--- src/rtl/nibble_serial_subtractor_pkg.sv ---
`default_nettype none
// ============================================================================
// Module   : sub_pkg
// Brief    : Shared types and constants for the nibble-serial subtractor.
// Revision : 1.0 - initial release
// ============================================================================
package sub_pkg;

    localparam int NIB_W = 4;

    typedef enum logic [1:0] {
        IDLE = 2'd0,
        RUN  = 2'd1,
        DONE = 2'd2
    } state_t;

    function automatic int calc_nibs(input int width);
        return width / NIB_W;
    endfunction

endpackage
`default_nettype wire

--- src/rtl/nibble_serial_subtractor_if.sv ---
`default_nettype none
// ============================================================================
// Module   : nibble_serial_subtractor_if
// Brief    : Start/done handshake and operand/result bus; SUB_OVF_EN adds ovf.
// Revision : 1.0 - initial release
// ============================================================================
interface nibble_serial_subtractor_if #(
    parameter int WIDTH = 16
);
    logic             start;
    logic [WIDTH-1:0] a;
    logic [WIDTH-1:0] b;
    logic             bin;
    logic             busy;
    logic             done;
    logic [WIDTH-1:0] diff;
    logic             bout;
`ifdef SUB_OVF_EN
    logic             ovf;

    modport master (output start, a, b, bin,
                    input  busy, done, diff, bout, ovf);
    modport slave  (input  start, a, b, bin,
                    output busy, done, diff, bout, ovf);
`else
    modport master (output start, a, b, bin,
                    input  busy, done, diff, bout);
    modport slave  (input  start, a, b, bin,
                    output busy, done, diff, bout);
`endif
endinterface
`default_nettype wire

--- src/rtl/nibble_serial_subtractor_nibble_sub.sv ---
`default_nettype none
// ============================================================================
// Module   : nibble_sub
// Brief    : Combinational 4-bit borrow-lookahead subtractor, d = x - y - bi.
// Revision : 1.0 - initial release
// ============================================================================
module nibble_sub
    import sub_pkg::*;
(
    input  logic [NIB_W-1:0] x,
    input  logic [NIB_W-1:0] y,
    input  logic             bi,
    output logic [NIB_W-1:0] d,
    output logic             bo
);

    // A bit generates a borrow when x=0,y=1 and passes one through when x==y.
    logic [NIB_W-1:0] g;
    logic [NIB_W-1:0] p;
    logic [NIB_W:0]   brw;

    assign g = ~x & y;
    assign p = ~(x ^ y);

    assign brw[0] = bi;
    assign brw[1] = g[0] | (p[0] & bi);
    assign brw[2] = g[1] | (p[1] & g[0]) | (p[1] & p[0] & bi);
    assign brw[3] = g[2] | (p[2] & g[1]) | (p[2] & p[1] & g[0])
                  | (p[2] & p[1] & p[0] & bi);
    assign brw[4] = g[3] | (p[3] & g[2]) | (p[3] & p[2] & g[1])
                  | (p[3] & p[2] & p[1] & g[0])
                  | (p[3] & p[2] & p[1] & p[0] & bi);

    assign d  = x ^ y ^ brw[NIB_W-1:0];
    assign bo = brw[NIB_W];

endmodule
`default_nettype wire

--- src/rtl/nibble_serial_subtractor.sv ---
`default_nettype none
// ============================================================================
// Module   : nibble_serial_subtractor
// Brief    : WIDTH-bit a - b - bin, one nibble per clock, LSB nibble first.
//            Define SUB_OVF_EN to add the signed-overflow output ovf.
// Revision : 1.0 - initial release
// ============================================================================
module nibble_serial_subtractor
    import sub_pkg::*;
#(
    parameter int WIDTH = 16
)
(
    input  logic                       clk,
    input  logic                       rst_n,
    nibble_serial_subtractor_if.slave  bus
);

    localparam int NIBS  = calc_nibs(WIDTH);
    localparam int IDX_W = (NIBS > 1) ? $clog2(NIBS) : 1;

    generate
        if ((WIDTH % NIB_W) != 0 || WIDTH < NIB_W) begin : g_bad_width
            $error("nibble_serial_subtractor: WIDTH must be a multiple of 4 and >= 4");
        end
    endgenerate

    state_t           state_q, state_d;
    logic [WIDTH-1:0] a_q, a_d;
    logic [WIDTH-1:0] b_q, b_d;
    logic [WIDTH-1:0] diff_q, diff_d;
    logic [IDX_W-1:0] idx_q, idx_d;
    logic             brw_q, brw_d;
    logic             bout_q, bout_d;
    logic             busy_q, busy_d;
    logic             done_q, done_d;
`ifdef SUB_OVF_EN
    logic             ovf_q, ovf_d;
`endif

    logic [NIB_W-1:0] nib_x;
    logic [NIB_W-1:0] nib_y;
    logic [NIB_W-1:0] nib_d;
    logic             nib_bo;
    logic             last_nib;

    always_comb begin
        nib_x = '0;
        nib_y = '0;
        for (int i = 0; i < NIBS; i++) begin
            if (idx_q == IDX_W'(i)) begin
                nib_x = a_q[i*NIB_W +: NIB_W];
                nib_y = b_q[i*NIB_W +: NIB_W];
            end
        end
    end

    assign last_nib = (idx_q == IDX_W'(NIBS - 1));

    nibble_sub u_nib (
        .x  (nib_x),
        .y  (nib_y),
        .bi (brw_q),
        .d  (nib_d),
        .bo (nib_bo)
    );

    always_comb begin
        state_d = state_q;
        a_d     = a_q;
        b_d     = b_q;
        diff_d  = diff_q;
        idx_d   = idx_q;
        brw_d   = brw_q;
        bout_d  = bout_q;
        busy_d  = busy_q;
        done_d  = done_q;
`ifdef SUB_OVF_EN
        ovf_d   = ovf_q;
`endif
        case (state_q)
            IDLE: begin
                if (bus.start) begin
                    a_d     = bus.a;
                    b_d     = bus.b;
                    brw_d   = bus.bin;
                    diff_d  = '0;
                    idx_d   = '0;
                    busy_d  = 1'b1;
                    state_d = RUN;
                end
            end
            RUN: begin
                for (int i = 0; i < NIBS; i++) begin
                    if (idx_q == IDX_W'(i)) begin
                        diff_d[i*NIB_W +: NIB_W] = nib_d;
                    end
                end
                brw_d = nib_bo;
                idx_d = idx_q + IDX_W'(1);
                if (last_nib) begin
                    idx_d   = '0;
                    bout_d  = nib_bo;
                    done_d  = 1'b1;
                    state_d = DONE;
`ifdef SUB_OVF_EN
                    // Final nibble's MSB is the result sign bit.
                    ovf_d   = (a_q[WIDTH-1] != b_q[WIDTH-1]) &&
                              (nib_d[NIB_W-1] != a_q[WIDTH-1]);
`endif
                end
            end
            DONE: begin
                done_d  = 1'b0;
                busy_d  = 1'b0;
                state_d = IDLE;
            end
            default: begin
                done_d  = 1'b0;
                busy_d  = 1'b0;
                state_d = IDLE;
            end
        endcase
    end

    always_ff @(posedge clk or negedge rst_n) begin
        if (!rst_n) begin
            state_q <= IDLE;
            a_q     <= '0;
            b_q     <= '0;
            diff_q  <= '0;
            idx_q   <= '0;
            brw_q   <= 1'b0;
            bout_q  <= 1'b0;
            busy_q  <= 1'b0;
            done_q  <= 1'b0;
`ifdef SUB_OVF_EN
            ovf_q   <= 1'b0;
`endif
        end else begin
            state_q <= state_d;
            a_q     <= a_d;
            b_q     <= b_d;
            diff_q  <= diff_d;
            idx_q   <= idx_d;
            brw_q   <= brw_d;
            bout_q  <= bout_d;
            busy_q  <= busy_d;
            done_q  <= done_d;
`ifdef SUB_OVF_EN
            ovf_q   <= ovf_d;
`endif
        end
    end

    assign bus.busy = busy_q;
    assign bus.done = done_q;
    assign bus.diff = diff_q;
    assign bus.bout = bout_q;
`ifdef SUB_OVF_EN
    assign bus.ovf  = ovf_q;
`endif

endmodule
`default_nettype wire

--- src/flat_wrapper.sv ---
// flat-port wrapper written by rule: the top's interface ports become plain ports
module nibble_serial_subtractor_flat import sub_pkg::*;
#(
    parameter int WIDTH = 16
)
  (clk, rst_n, bus_start, bus_a, bus_b, bus_bin, bus_busy, bus_done, bus_diff, bus_bout);
  nibble_serial_subtractor_if #(.WIDTH(WIDTH)) bus_i ();
  input  logic clk;
  input  logic rst_n;
  input wire logic [$bits(bus_i.start)-1:0] bus_start;
  input wire logic [$bits(bus_i.a)-1:0] bus_a;
  input wire logic [$bits(bus_i.b)-1:0] bus_b;
  input wire logic [$bits(bus_i.bin)-1:0] bus_bin;
  output wire logic [$bits(bus_i.busy)-1:0] bus_busy;
  output wire logic [$bits(bus_i.done)-1:0] bus_done;
  output wire logic [$bits(bus_i.diff)-1:0] bus_diff;
  output wire logic [$bits(bus_i.bout)-1:0] bus_bout;
  assign bus_i.start = bus_start;
  assign bus_i.a = bus_a;
  assign bus_i.b = bus_b;
  assign bus_i.bin = bus_bin;
  assign bus_busy = bus_i.busy;
  assign bus_done = bus_i.done;
  assign bus_diff = bus_i.diff;
  assign bus_bout = bus_i.bout;
  nibble_serial_subtractor #(.WIDTH(WIDTH)) u_core (.clk(clk), .rst_n(rst_n), .bus(bus_i));
endmodule
--- config.mk ---
export PLATFORM = sky130hd
export DESIGN_NAME = nibble_serial_subtractor_flat
export DESIGN_NICKNAME = d
export VERILOG_FILES = /design/src/rtl/nibble_serial_subtractor_pkg.sv /design/src/rtl/nibble_serial_subtractor_if.sv /design/src/rtl/nibble_serial_subtractor_nibble_sub.sv /design/src/rtl/nibble_serial_subtractor.sv /design/src/flat_wrapper.sv
export SDC_FILE = /design/constraint.sdc
export NUM_CORES = 1
export LEC_CHECK = 0
export CORE_MARGIN = 2
export CORE_UTILIZATION = 55
export CTS_BUF_LIST = sky130_fd_sc_hd__clkbuf_4 sky130_fd_sc_hd__clkbuf_8 sky130_fd_sc_hd__clkbuf_16
export DETAILED_ROUTE_END_ITERATION = 6
export PLACE_DENSITY = 0.85
export SYNTH_ARGS = -nofsm -noshare
export SYNTH_HDL_FRONTEND = slang
export SYNTH_SLANG_ARGS = --single-unit
--- constraint.sdc ---
create_clock -name clk -period 4 [get_ports clk]
set_clock_uncertainty 0.15 [all_clocks]
set_input_delay 0.6 -clock clk [delete_from_list [all_inputs] [get_ports clk]]
set_output_delay 0.6 -clock clk [all_outputs]
set_load 0.01 [all_outputs]
Yosys cells after proc, flatten, opt, wreduce, memory -nomap -nowiden
Index checks and enable logic that the tools add are counted.
{"block": "word_totals", "mem_bits_ro": 0, "elab_cells": 94, "n_memories": 0, "mem_bits_rw": 0, "latchBits": 0, "register_bits": 56, "input_bits": 36}
{"block": "op_classes", "mul": 0, "n_lt_le_gt_ge": 0, "n_reduce_logical": 13, "shifts": 0, "n_bitwise": 33, "n_addsub": 1, "eq_ne": 9, "n_div": 0, "n_mux": 26}
{"op": "$mux 4", "n": 12}
{"op": "$pmux 16 s2", "n": 1}
{"op": "$and 1x1->1", "n": 16}
{"op": "$mux 16", "n": 1}
{"op": "$reduce_and 2->1", "n": 6}
{"op": "$reduce_and 3->1", "n": 4}
{"op": "$or 1x1->1", "n": 10}
{"op": "$mux 2", "n": 4}
{"op": "$ne 2x1->1 const B", "n": 4}
{"op": "$not 4->4", "n": 2}
{"op": "$pmux 2 s2", "n": 2}
{"op": "$xor 4x4->4", "n": 2}
{"op": "$pmux 1 s2", "n": 3}
{"op": "$and 4x4->4", "n": 1}
{"op": "$eq 2x1->1 const B", "n": 2}
{"op": "$eq 2x2->1 const B", "n": 2}
{"op": "$logic_not 2->1", "n": 2}
{"op": "$mux 1", "n": 3}
{"op": "$add 2x1->2 const B", "n": 1}
{"op": "$ne 2x2->1 const B", "n": 1}
{"op": "$not 1->1", "n": 2}
{"op": "$reduce_bool 2->1", "n": 1}

Longest topological paths before layout
{"block": "depth", "depth_word": 14, "mapped_depth": 12, "depth_no_buf": 11}

Hierarchy
From an unflattened synthesis, not the netlist that was laid out.
{"block": "hier_totals", "hier_cells": 241, "hier_area_um2": 2834.0}
{"module": "nibble_serial_subtractor", "n_inst": 1, "area_per_inst_um2": 2633.8, "cells_per_inst": 214, "seq_area_each_um2": 1401.3}
{"module": "nibble_sub", "n_inst": 1, "area_per_inst_um2": 200.2, "cells_per_inst": 27, "seq_area_each_um2": 0.0}

Worst setup path after synthesis
No wires, ideal clock.
{"block": "synth_path", "kind": "register -> register", "startpoint": "reg u_core.idx_q[0]", "endpoint": "reg u_core.diff_q[11] (netlist: u_core.bus.diff[11])", "setup_ns": 0.135, "path_buffers": 0, "path_slack_ns": 1.335, "t_arrival_ns": 2.380, "path_stages_with_launch": 11, "cell_sequence": "dfrtp_1 -> inv_1 -> ha_1 -> nor2b_1 -> a221oi_1 -> o31ai_1 -> ha_1 -> a41o_1 -> a21oi_2 -> xnor2_1 -> o31ai_1"}
{"block": "synth_between", "elab_chain_len": 14, "word_cells_on_any_way": 29}
{"element": "from (decl)", "line": "nibble_serial_subtractor.sv:32", "text": "logic [IDX_W-1:0] idx_q, idx_d;"}
{"element": "from (signal assigned)", "line": "nibble_serial_subtractor.sv:145", "text": "idx_q <= idx_d;"}
{"element": "$logic_not 2->1", "line": "nibble_serial_subtractor.sv:51", "text": "if (idx_q == IDX_W'(i)) begin"}
{"element": "$mux 4 (4 in a row)", "line": "nibble_serial_subtractor.sv:51"}
{"element": "$xor 4x4->4 or $not 4->4 (tied branches)", "line": "nibble_serial_subtractor_nibble_sub.sv:23, nibble_serial_subtractor_nibble_sub.sv:34, nibble_serial_subtractor_nibble_sub.sv:22"}
{"element": "$not 4->4 or $and 4x4->4 (tied branches)", "line": "nibble_serial_subtractor_nibble_sub.sv:23, nibble_serial_subtractor_nibble_sub.sv:22"}
{"element": "$and 1x1->1 (on tied branches)", "line": "nibble_serial_subtractor_nibble_sub.sv:28, nibble_serial_subtractor_nibble_sub.sv:29"}
{"element": "$or 1x1->1 (tied with other cells)", "line": "nibble_serial_subtractor_nibble_sub.sv:28", "text": "assign brw[3] = g[2] | (p[2] & g[1]) | (p[2] & p[1] & g[0])"}
{"element": "$or 1x1->1 or $and 1x1->1 (tied branches)", "line": "nibble_serial_subtractor_nibble_sub.sv:28, nibble_serial_subtractor_nibble_sub.sv:29"}
{"element": "$or 1x1->1", "line": "nibble_serial_subtractor_nibble_sub.sv:29", "text": "| (p[2] & p[1] & p[0] & bi);"}
{"element": "$xor 4x4->4", "line": "nibble_serial_subtractor_nibble_sub.sv:34", "text": "assign d = x ^ y ^ brw[NIB_W-1:0];"}
{"element": "$mux 4", "line": "nibble_serial_subtractor.sv:95", "text": "if (idx_q == IDX_W'(i)) begin"}
{"element": "$pmux 16 s2", "line": "nibble_serial_subtractor.sv:81", "text": "case (state_q)"}
{"element": "to (signal assigned)", "line": "nibble_serial_subtractor.sv:144", "text": "diff_q <= diff_d;"}
{"element": "to (decl)", "line": "nibble_serial_subtractor.sv:31", "text": "logic [WIDTH-1:0] diff_q, diff_d;"}
Parallel ways exist; a longest one is shown, timed or not. The select of a mux whose other input is x is not followed.
A chain may end at the register's enable or synchronous reset.

Final worst setup path
{"block": "layout_path", "startpoint": "reg u_core.idx_q[1]", "endpoint": "reg u_core.diff_q[7] (netlist: u_core.bus.diff[7])"}
Same word-level chain as after synthesis.

==> impl_results.md <==
- Setup CP Type: flip-flop to flip-flop
- Final setup fails: 0
- Synth area leader: dfrtp_1
- Site row count: 25
- Crit start category: flip-flop
- Core area: 4660 sq um
- Power consumption: 3.11 mW
- Post-Synthesis Net Count: 274
- Initial DRC count: 115
- Mux cell area share after synthesis: 0.137
- Synth Area in XOR/XNOR: 0.00998
- DR WL/cell: 16.1 microns
- Initial Util: 0.565
- Final worst slack: 0.817 ns
- Sw Share: 0.403
- Cell-internal power: 1.85 mW
- Register bit total from synthesis: 56
- Hold Path Class: primary input to asynchronous set/reset pin
- Worst flop-to-flop path endpoint: u_core.bus.diff[7]
- PortBufs: 54
- Reg-to-Reg Start: u_core.idx_q[1]
- Vias per inst: 5.80
- Synth area leaders: dfrtp_1 (53%), mux2_2 (14%), nand2_1 (6.4%), ha_1 (3.8%), o31ai_1 (3.7%)
- Clock Sinks: 56
- DIE HEIGHT: 73.2 microns
- # fillers: 344
- Main combinational cell family by area after synthesis: multiplexers
- Antenna cells: 0
- Share of layout cells above drive strength 1: 0.167
- CTS H-Tree Depth: 2
- Clk network pwr share: 0.127
- Adder-Cell Fraction of Synth Area: 0.0456
- Unrepaired setup endpoints after global routing: false
- CTS tree: done
- Crit. End Element: flip-flop
- Root Driver: clkbuf_8
- Register area: 1400 sq um
- Worst slew pin tran: 0.910 ns
- Worst setup path endpoint: u_core.bus.diff[7]
- Crit Path Max Fanout: 12
- Tcrit/Tclk final: 0.796
- Psw: 1.25 mW
- Placed cell area: 3170 sq um
- Reg2Reg Setup Slack: 0.82 ns
- Post-Layout Cell Count: 336
- Post-synth ARST share: 1.00
- Full die area: 5360 sq um
- Setup TNS: 0 ns
- PD cells: 941 nW/um^2
- VDD IR-drop max: 0.000543 V
- Status: finished, final reports clean
- GP Congestion: 0.841
- Seq pwr share: 0.332
- CTS Buffer Depth: 2
- First-pass GRT wire length: 8.90 mm
- Antenna violations before repair: 0
- Final net count: 326
- Number of setup buffers added after CTS: 0
- ANT nets after route: 0
- CTS Buf Count: 5
- Top-area cell type share of the netlist area: 0.532
- Synth cell types: 31
- Routed WL: 5.40 mm
- Largest net degree at the start of global routing: 57
- Relative slew slack: 0.392
- Overall Global Routing Usage: 0.219
- Final Hold Viols: 0
- Slew Viols, Final: 0
- Post-Syn Area: 2630 sq um
- Synth Area per Inst: 11.5 sq um
- Post-route cell area: 3300 sq um
- Critical path origin: u_core.idx_q[1]
- FMAX: 0.314 GHz
- TritonRoute pass-1 iters: 4
- CTS clk-pin slew, worst paths: 0.10 ns
- Crit path time final: 3.18 ns
- Syn Inst Count: 229
- I/O pin cnt: 55
- Placed Cells: 328
- Pre-CTS setup slack: 0.895 ns
- Synth Area in Compound Gates: 0.127
- Pleak: 1.45 nW
- Residual DRC: 0
- Resized Gates After CTS: 0
- Warning count from the yosys run: 0
- Routed vias: 1948
- Commonest non-fill, non-tap cell in the layout: dfrtp_1
- Post-synthesis simple-gate area fraction: 0.113
- Multi-input gate area in the final layout: 1140 sq um
- Area Growth Syn to Fin: 25.4%
- Arrival @ worst endpoint: 3.23 ns
- Die Width: 73.2 microns
- Synth Flop Type: dfrtp_1
- Post-synth EDFFs: 0
- Combinational share of power: 0.541
- Commonest cells after routing, fill and taps aside: dfrtp_1 (56), clkdlybuf4s50_1 (53), nand2_1 (45)
- Crit path required time: 4.05 ns
- Sequential fraction of the synthesis area: 0.532
- Detailed placer's ending HPWL: 3.93 mm
- Max Cap Viol: 0
- Clock latency on the worst-skew pair: 0.31 ns
- GRT Residual Overflow: 0
- Worst reg2reg path depth: 11
- Vias in the first global route: 1831
- Post-CTS Hold Buffers: 0
[sequential cells by signal, indices dropped and copies added (netlist names)]
| name | count |
|---|---|
| u_core.a_q | 16 |
| u_core.b_q | 16 |
| u_core.brw_q | 1 |
| u_core.bus.bout | 1 |
| u_core.bus.busy | 1 |
| u_core.bus.diff | 16 |
| u_core.bus.done | 1 |
| u_core.idx_q | 2 |
| u_core.state_q | 2 |
[worst max-delay path, stage by stage, from the launching register on]
cell	delay, ns
dfrtp_1	0.41
inv_1	0.12
ha_1	0.42
nor2b_1	0.21
a221oi_1	0.31
nor3_1	0.08
a21oi_1	0.26
ha_1	0.30
a41o_1	0.25
a21oi_2	0.14
xnor2_1	0.14
o31ai_1	0.27
[power by group through the flow]
| stage | clock (mW) | combinational (mW) | sequential (mW) |
|---|---|---|---|
| floorplan | 0 | 1.21 | 1.01 |
| global placement | 0 | 1.60 | 1.03 |
| detailed placement | 0 | 1.67 | 1.04 |
| CTS | 0.398 | 1.69 | 1.03 |
| global route | 0.424 | 1.86 | 1.06 |
| finish | 0.395 | 1.68 | 1.03 |
[layout make-up]
type / instances / area share
clock buffers: 7 / 0.0292
clock inverters: 1 / 0.00910
inverters: 6 / 0.00682
multi-input cells: 157 / 0.345
flip-flops and latches: 56 / 0.425
well taps: 54 / 0.0205
repair buffers: 55 / 0.165
[Yosys cell counts, types with 2 or more instances]
library cell	number
a21oi_1	12
nand2_1	45
o21ai_0	4
nor2b_1	10
buf_6	4
a221oi_1	7
buf_1	2
nor2_1	2
nor3_1	4
a21o_1	5
inv_1	6
o31ai_1	13
dfrtp_1	56
clkbuf_1	3
mux2_2	32
xnor2_1	2
ha_1	8
[per-layer routing]
layer,GRT usage,share of wire,routed length [microns]
met4,0.0453,0.0085,46
met3,0.0456,0.042,226
met5,0,0,0
met2,0.372,0.52,2790
met1,0.289,0.43,2340
[through the flow]
step | utilization | hold slack [ns]
5_1_grt | 0.708 | 0.329
4_1_cts | 0.708 | 0.288
3_5_place_dp | 0.681 | 0.313
3_3_place_gp | 0.681 | 0.308
2_1_floorplan | - | 0.154
6_report | 0.708 | 0.257
[kinds of logic (layout without fill, tap and decap cells)]
| logic type | count (synthesis) | count (layout) |
|---|---|---|
| buffers and inverters | 16 | 69 |
| DFF | 56 | 56 |
| xor gates and xnor gates | 3 | 3 |
| muxes | 32 | 32 |
| AOI/OAI and AO/OA | 48 | 48 |
| and+or+nand+nor | 65 | 65 |
| adders and majority gates | 9 | 9 |
[worst min-delay path by stage]
stage | from | endpoint | slack [ns] | cells after the start
6_report | rst_n | u_core.bus.busy | 0.26 | 2
5_1_grt | rst_n | u_core.bus.diff[12] | 0.33 | 2
4_1_cts | rst_n | u_core.bus.diff[13] | 0.29 | 2
3_5_place_dp | u_core.bus.diff[9] | u_core.bus.diff[9] | 0.31 | 2
3_3_place_gp | u_core.bus.diff[12] | u_core.bus.diff[12] | 0.31 | 2
2_1_floorplan | rst_n | u_core.a_q[0] | 0.15 | 0
Power figures use the tool's default switching activity.
